--- config.mk ---
export PLATFORM = sky130hd
export DESIGN_NAME = cdwu
export DESIGN_NICKNAME = d
export VERILOG_FILES = /design/src/rtl/cdwu_pkg.sv /design/src/rtl/cdwu_slot.sv /design/src/rtl/cdwu.sv
export SDC_FILE = /design/constraint.sdc
export NUM_CORES = 1
export LEC_CHECK = 0
export BUFFER_PORTS_ARGS = -buffer_cell sky130_fd_sc_hd__buf_2
export CORE_AREA = 3 3 166 168
export DETAILED_ROUTE_END_ITERATION = 7
export DIE_AREA = 0 0 169 171
export GPL_TIMING_DRIVEN = 0
export MAX_ROUTING_LAYER = met4
export PLACE_DENSITY = 0.78
export SLEW_MARGIN = 5
export SYNTH_ARGS = -nofsm -noshare
export SYNTH_HDL_FRONTEND = slang
export SYNTH_SLANG_ARGS = --single-unit
--- constraint.sdc ---
create_clock -name clk -period 2.8 [get_ports clk]
set_clock_uncertainty 0.2 [all_clocks]
set_input_delay 0.56 -clock clk [delete_from_list [all_inputs] [get_ports clk]]
set_output_delay 0.56 -clock clk [all_outputs]
set_load 0.05 [all_outputs]
--- src/rtl/cdwu_pkg.sv ---
// cdwu_pkg: shared write-source codes and the scratchpad bank-extraction convention.
// Used by cdwu, the read unit and the read-data return path.
//   MUX_I/MUX_D/MUX_C : muxcode values naming the write source
//   bank_eq()         : compares the addr[wb +: bb] bank fields of two addresses
package cdwu_pkg;

    localparam logic [1:0] MUX_I = 2'd0;
    localparam logic [1:0] MUX_D = 2'd1;
    localparam logic [1:0] MUX_C = 2'd2;

    // Addresses are passed zero-extended to 64 bits so one helper serves every address width.
    function automatic logic bank_eq(
        input logic [63:0] a,
        input logic [63:0] b,
        input int unsigned wb,
        input int unsigned bb
    );
        logic [63:0] mask;
        mask = (64'd1 << bb) - 64'd1;
        return (((a ^ b) >> wb) & mask) == 64'd0;
    endfunction

endpackage

--- src/rtl/cdwu_slot.sv ---
// cdwu_slot: one-entry write holding register with load, clear and same-edge refill.
// Ports:
//   clk, rst_n       : clock, synchronous active-low reset
//   load             : capture in_addr/in_data and set pend (wins over clear)
//   clear            : drop pend (held write has issued)
//   in_addr, in_data : incoming write
//   pend, addr, data : slot contents
module cdwu_slot #(
    parameter int A        = 14,
    parameter int DATABITS = 64
) (
    input  logic                clk,
    input  logic                rst_n,
    input  logic                load,
    input  logic                clear,
    input  logic [A-1:0]        in_addr,
    input  logic [DATABITS-1:0] in_data,
    output logic                pend,
    output logic [A-1:0]        addr,
    output logic [DATABITS-1:0] data
);

    always_ff @(posedge clk) begin
        if (!rst_n) begin
            pend <= 1'b0;
            addr <= '0;
            data <= '0;
        end else if (load) begin
            pend <= 1'b1;
            addr <= in_addr;
            data <= in_data;
        end else if (clear) begin
            pend <= 1'b0;
        end
    end

endmodule

--- src/rtl/cdwu.sv ---
// cdwu: arbitrates three write sources (i, d, c) onto the scratchpad write port, avoiding the read's bank.
// Ports:
//   clk, rst_n                 : clock, synchronous active-low reset
//   {i,d,c}_en/_addr/_data     : write requests, held by the source until _rdy
//   {i,d,c}_rdy                : holding slot can accept this cycle
//   rd_en, rd_addr             : read issued this cycle; its bank blocks writes
//   o_en, o_addr, o_data       : write issued this cycle
//   muxcode                    : issuing source (MUX_I/MUX_D/MUX_C)
// Build option: CDWU_ROUNDROBIN_EN selects round-robin arbitration instead of fixed i > d > c.
module cdwu
    import cdwu_pkg::*;
#(
    parameter int BANKBITS = 5,
    parameter int WORDBITS = 9,
    parameter int DATABITS = 64,
    localparam int A = BANKBITS + WORDBITS
) (
    input  logic                clk,
    input  logic                rst_n,
    input  logic                i_en,
    input  logic [A-1:0]        i_addr,
    input  logic [DATABITS-1:0] i_data,
    output logic                i_rdy,
    input  logic                d_en,
    input  logic [A-1:0]        d_addr,
    input  logic [DATABITS-1:0] d_data,
    output logic                d_rdy,
    input  logic                c_en,
    input  logic [A-1:0]        c_addr,
    input  logic [DATABITS-1:0] c_data,
    output logic                c_rdy,
    input  logic                rd_en,
    input  logic [A-1:0]        rd_addr,
    output logic                o_en,
    output logic [A-1:0]        o_addr,
    output logic [DATABITS-1:0] o_data,
    output logic [1:0]          muxcode
);

    logic [2:0]          en, pend, elig, granted, rdy;
    logic [A-1:0]        in_addr [3];
    logic [A-1:0]        s_addr  [3];
    logic [DATABITS-1:0] in_data [3];
    logic [DATABITS-1:0] s_data  [3];
    logic [1:0]          win;

    assign en = {c_en, d_en, i_en};
    assign in_addr[0] = i_addr;
    assign in_addr[1] = d_addr;
    assign in_addr[2] = c_addr;
    assign in_data[0] = i_data;
    assign in_data[1] = d_data;
    assign in_data[2] = c_data;
    assign {c_rdy, d_rdy, i_rdy} = rdy;

    for (genvar g = 0; g < 3; g++) begin : g_slot
        assign elig[g]    = pend[g] & ~(rd_en & bank_eq(64'(s_addr[g]), 64'(rd_addr), WORDBITS, BANKBITS));
        assign granted[g] = o_en & (win == 2'(g));
        // Refill on the issuing edge keeps a lone source at one write per cycle.
        assign rdy[g]     = ~pend[g] | granted[g];
        cdwu_slot #(.A(A), .DATABITS(DATABITS)) u_slot (
            .clk     (clk),
            .rst_n   (rst_n),
            .load    (en[g] & rdy[g]),
            .clear   (granted[g]),
            .in_addr (in_addr[g]),
            .in_data (in_data[g]),
            .pend    (pend[g]),
            .addr    (s_addr[g]),
            .data    (s_data[g])
        );
    end

`ifdef CDWU_ROUNDROBIN_EN
    logic [1:0] last;

    // Walk candidates farthest-first so the source nearest after last overwrites the others.
    always_comb begin
        int idx;
        idx = 0;
        win = MUX_I;
        for (int k = 3; k >= 1; k--) begin
            idx = (int'(last) + k) % 3;
            if (elig[idx]) win = 2'(idx);
        end
    end

    always_ff @(posedge clk) begin
        if (!rst_n) last <= MUX_C;
        else if (o_en) last <= win;
    end
`else
    always_comb win = elig[0] ? MUX_I : elig[1] ? MUX_D : elig[2] ? MUX_C : MUX_I;
`endif

    // With nothing eligible win stays MUX_I, so the outputs show slot i as required.
    assign o_en    = |elig;
    assign muxcode = win;
    assign o_addr  = win == MUX_D ? s_addr[1] : win == MUX_C ? s_addr[2] : s_addr[0];
    assign o_data  = win == MUX_D ? s_data[1] : win == MUX_C ? s_data[2] : s_data[0];

endmodule
; Word level (Yosys, flattened, before mapping)
; Index checks and enable logic that the tools add are counted.
[totals]
ff_bits = 237
out_inout_bits = 84
[op_classes]
n_eq_ne = 2
n_mux = 13
bitwise_logic = 24
n_reduce_logical = 8
[ops]
columns = operator, n
row1 = 64-bit zero test, 3
row2 = 64-bit two-way mux, 2
row3 = 14-bit bitwise XOR, 3
row4 = 14-bit two-way mux, 2
row5 = 1-bit AND, 12
row6 = 1-bit two-way mux, 6
row7 = 2-bit two-way mux, 3
row8 = 1-bit NOT, 6
row9 = 2-bit nonzero test, 3
row10 = 1-bit bitwise OR, 3
row11 = 3-bit OR reduction, 1
row12 = "2-bit by 1-bit equality test with 1-bit output, second input constant", 1
row13 = "2-bit equality test, second input constant", 1
row14 = 2-bit zero test, 1

; Depth between registers and ports, before layout
[depth]
depth_word = 13
mapped_depth = 10

; Hierarchy
; A second synthesis with hierarchy kept.
[hier_totals]
hier_cells = 1158
area_unflattened_um2 = 11192.0
[by_module_without_submodules]
columns = mod, n_inst, cells_per_inst, area_per_inst_um2, seq_area_each_um2
row1 = cdwu_slot, 3, 254, 2986.6, 1581.5
row2 = cdwu, 1, 396, 2232.1, 0.0

; Least setup slack after synthesis
; No wires, ideal clock.
[synth_path]
path_type = input -> output
from = in rd_addr[13]
to = out o_addr[0]
arrival_time_ns = 2.773
t_required_ns = 2.040
setup_slack_ns = -0.733
cell_stages = 9
path_buffers = 3
path_cell_list = xor2_1 -> nor4_4 -> a21bo_1 -> buf_2 -> a21boi_2 -> buf_2 -> buf_4 -> nor2_1 -> a21oi_1
[synth_via]
elab_chain_len = 11
elab_cells_between_ends = 22
classes_between = eq/ne (2) / mux (5) / bitwise (12) / reduce/logical (3)
[synth_rtl]
columns = item, line
row1 = start: declaration, cdwu.sv:33  ; input logic [A-1:0] rd_addr,
row2 = 14-bit bitwise XOR, cdwu_pkg.sv:20  ; return (((a ^ b) >> wb) & mask) == 64'd0;
row3 = 64-bit zero test, cdwu_pkg.sv:20
row4 = 1-bit AND, cdwu.sv:57  ; assign elig[g] = pend[g] & ~(rd_en & bank_eq(64'(s_addr[g]), 64'(rd_addr), WORDBITS, BANKBITS));
row5 = 1-bit NOT, cdwu.sv:57
row6 = 1-bit AND, cdwu.sv:57
row7 = 2-bit two-way mux (2 in a row), cdwu.sv:93  ; always_comb win = elig[0] ? MUX_I : elig[1] ? MUX_D : elig[2] ? MUX_C : MUX_I;
row8 = 2-bit two-way mux *, cdwu.sv:93
row9 = 2-bit equality test, cdwu.sv:99  ; assign o_addr = win == MUX_D ? s_addr[1] : win == MUX_C ? s_addr[2] : s_addr[0];
row10 = 14-bit two-way mux, cdwu.sv:99
row11 = 14-bit two-way mux *, cdwu.sv:99
row12 = end: declaration, cdwu.sv:35  ; output logic [A-1:0] o_addr,
; Mark *: on every way between the ends. The rest lies on a longest branch, timed or not.

; Worst setup path after layout
[layout_path]
from = reg g_slot[0].u_slot.addr[12]
to = out o_addr[11]
[layout_via]
elab_chain_len = 9
elab_cells_between_ends = 10
classes_between = eq/ne (2) / mux (3) / bitwise (4) / reduce/logical (1)
[layout_rtl]
columns = item, line
row1 = start: declaration, cdwu_slot.sv:19  ; output logic [A-1:0] addr,
row2 = start signal: assignment, cdwu_slot.sv:30  ; addr <= in_addr;
row3 = 14-bit bitwise XOR *, cdwu_pkg.sv:20
row4 = 64-bit zero test *, cdwu_pkg.sv:20
row5 = 1-bit AND *, cdwu.sv:57
row6 = 1-bit NOT *, cdwu.sv:57
row7 = 1-bit AND *, cdwu.sv:57
row8 = 2-bit two-way mux *, cdwu.sv:93
row9 = 2-bit equality test, cdwu.sv:99
row10 = 14-bit two-way mux, cdwu.sv:99
row11 = 14-bit two-way mux *, cdwu.sv:99
; Marked as above.

==> flow_metrics.py <==
metrics = {
    "placement": {
        "dp_hpwl_um": 28140,
        "place_inst": 2003,
        "io_buffer_count": 327,
        "gp_congestion": 0.8664,
    },
    "cts": {
        "path_clk_slew_ps": 60,
        "root_buffer": "clkbuf_16",
        "cts-htree-levels": 1,
        "clockBufferDepth": 3,
        "cts_hold_buf": 0,
        "cts.sinks": 237,
        "cts_tree": "built",
        "cts_buffers": 26,
        "clk_latency_ps": 530,
    },
    "synth": {
        "ys.warnings.count": 0,
        "synth_cell_types": 32,
        "synth_top_family_by_area": "simple AND/OR/NAND/NOR gates",
        "synthMuxAreaShare_pct": 7.466,
        "synthSimpleGateAreaFrac_pct": 21.54,
        "netlist_area_um2": 10460,
        "syn_inst": 1341,
        "synth_compound_area_share_pct": 18.92,
        "synth-adder-area-share_pct": 0,
        "async_reset_ff_share_pct": 0,
        "synth_edf_count": 0,
        "synthFlopType": "dfxtp_1",
        "synth-seq-cells": 237,
        "postSynthAreaPerCell_um2": 7.798,
        "yosys.area_share.xor_xnor_pct": 1.256,
        "yosysSeqAreaShare_pct": 45.37,
        "syn_nets": 1595,
    },
    "worst_setup_path": {
        "critPathArrivalTime_ps": 2770,
        "rr_worst_depth": 13,
        "startpoint_type": "flop",
        "crit_top_cell": "buf_12",
        "cp_cell_sequence": "xor2_4 > nor4_4 > a21bo_1 > buf_12 > a21boi_4 > buf_6 > buf_12 > buf_12 > nor2_2 > a21oi_2 > buf_6",
        "end_kind": "output pin",
        "path_class": "flop to output pin",
        "crit_path_top_delay_cell": "dfxtp_4",
        "cp.required_ps": 2040,
        "ff2ff_setup_slack_ps": -10,
        "critPathMaxStageDelay_ps": 360,
        "cp_max_fo": 7,
    },
    "die": {
        "core_um2": 26060,
        "ios": 338,
        "die_x_um": 169,
        "initial_core_util_pct": 40.13,
        "die_area_um2": 28900,
        "rows": 59,
        "fp.dieH_um": 171,
    },
    "finish": {
        "layout.nets": 1996,
        "drive_above_1_share_pct": 41.28,
        "fillers": 2019,
        "final_cells": 2110,
        "syn_to_final_growth_pct": 60.37,
    },
    "sta": {
        "fin_ws_ps": -725.3,
        "slew_violations": 0,
        "fmax_ghz": 0.2837,
        "worstMarginPinSlew_ps": 1058,
        "finalCritPeriodShare_pct": 125.9,
        "fin_crit_ps": 3525,
        "grt_setup_unrepaired": "true",
        "slew_headroom_pct": 29.49,
        "hold_violations": 0,
        "setup_viol": 86,
    },
    "run": {
        "cap_viol_max_count": 0,
    },
    "drt": {
        "routedWlPerCell_um": 19.75,
        "antenna_left": 0,
        "viasPerCell": 5.427,
        "remaining_drc_errors": 0,
        "drt_wl_total_um": 41660,
        "vias": 11450,
        "drt_iter0_markers": 920,
        "first_pass_iters": 5,
    },
    "global_route": {
        "grt_pass1_vias": 11290,
        "overflow": 0,
        "grt_pass1_wl_um": 61130,
        "grt.total_usage_pct": 27.40,
        "antenna_found_initial": 14,
        "grt_start_max_net_pins": 14,
    },
    "worst_hold_path": {
        "holdCritPathClass": "primary input to flop",
        "hold_path_depth": 3,
    },
    "pwr": {
        "power_w": 0.01066,
        "worst_ir_drop_vdd_v": 0.0004407,
        "leakage_nw": 7.061,
        "power_per_cell_area_nw_per_um2": 635.4,
    },
    "status": {
        "status": "finished with violations",
        "violations": "setup timing",
    },
}
cells in the final DEF (no fill, tap or decap), types with 5 or more instances in the layout:
cell	n
o22ai_4	24
buf_8	8
nor2_4	19
nand3_2	15
mux2i_1	78
clkbuf_8	14
clkbuf_2	5
diode_2	14
buf_12	12
o21ai_0	38
nor2_1	26
buf_6	94
a21boi_0	81
a21oi_4	45
buf_1	5
nand3_1	62
bufinv_16	5
xor2_2	5
clkbuf_16	38
buf_4	35
clkbuf_1	50
nand2_1	393
o22ai_1	12
a21oi_2	34
o22ai_2	42
nor2_2	34
clkbuf_4	8
buf_2	259
inv_1	5
dfxtp_1	233
xnor2_1	7
o21ai_1	37
where the power goes:
| part | total (W) | switching, W | internal (W) |
|---|---|---|---|
| registers | 0.00378 | 0.000187 | 0.00360 |
| clock network | 0.00382 | 0.00144 | 0.00238 |
| logic | 0.00305 | 0.00180 | 0.00126 |
| total | 0.0107 | 0.00342 | 0.00723 |
through the flow:
stage,worst slack (ps),TNS [ps],utilization (%),area (um2),hold slack (ps)
3_5_place_dp,-1257,-146230,51.25,13360,241.0
2_1_floorplan,-320.4,-19000,-,11300,228.6
5_1_grt,-798.3,-61210,64.36,16770,47.39
4_1_cts,-703.7,-51150,62.03,16160,28.47
3_3_place_gp,-1211,-138750,51.25,13360,238.3
6_report,-725.3,-52330,64.36,16770,46.17
timing repair:
action / CTS / global route
gates resized for setup: 395 / 96
endpoints found under the setup margin: 130 / 187
setup buffers: 25 / 11
gates cloned: 5 / 8
pin swaps: 16 / 23
metal layers:
metal	track usage (%)	up-vias	routed length, um
met1	33.62	5442	16790
met4	11.89	0	1719
met2	45.74	534	20430
met5	-	-	0
met3	3.304	119	2731
li1	-	5355	-
cells by family (layout without fill, tap and decap cells):
logic type,count (synthesis),in the layout
other,0,14
XOR/XNOR,15,15
buffers and inverters,125,545
AND/OR/NAND/NOR,561,561
flip-flops,237,237
multiplexers,78,78
AO/OA/AOI/OAI,325,325
state kept, by name, summed over array words and instances, names as in the netlist:
| register | cells |
|---|---|
| g_slot.u_slot.pend | 3 |
| g_slot.u_slot.data | 192 |
| g_slot.u_slot.addr | 42 |
layout make-up:
cell class	instances	area (um2)	share of cell area, %
flip-flops and latches	237	4752	28.33
clock inverters	8	168.9	1.007
inverters	5	18.77	0.1119
repair buffers	375	2806	16.73
plain buffers	118	940.9	5.610
diodes	14	35.03	0.2089
clock buffers	39	780.7	4.655
well taps	335	419.2	2.499
multi-input cells	979	6849	40.84
path summary, 6_finish.rpt:
kind / from / to
max: g_slot[0].u_slot.addr[12] / o_addr[11]
min: c_data[63] / g_slot[2].u_slot.data[63]
max reg2reg: g_slot[1].u_slot.addr[11] / g_slot[2].u_slot.addr[5]
min reg2reg: g_slot[1].u_slot.data[32] / g_slot[1].u_slot.data[32]
cell usage after synthesis (all sizes together) (8+ instances only):
master	instances	area, um2
a21boi	82	619.3
a21oi	79	395.4
buf	51	286.5
clkbuf	69	265.3
dfxtp	237	4745
mux2i	78	780.8
nand2	395	1483
nand3	80	400.4
nor2	79	296.5
o21ai	79	395.4
o22ai	78	488.0
xor2	8	70.07
critical path: cells and delay by family (launching register included):
family | cells | cell delay, ps
DFF | 1 | 360
xor gates and xnor gates | 1 | 190
and+or+nand+nor | 2 | 370
AOI/OAI and AO/OA | 3 | 540
buffers and inverters | 5 | 750
No activity file was read; power rests on OpenSTA's default activity.
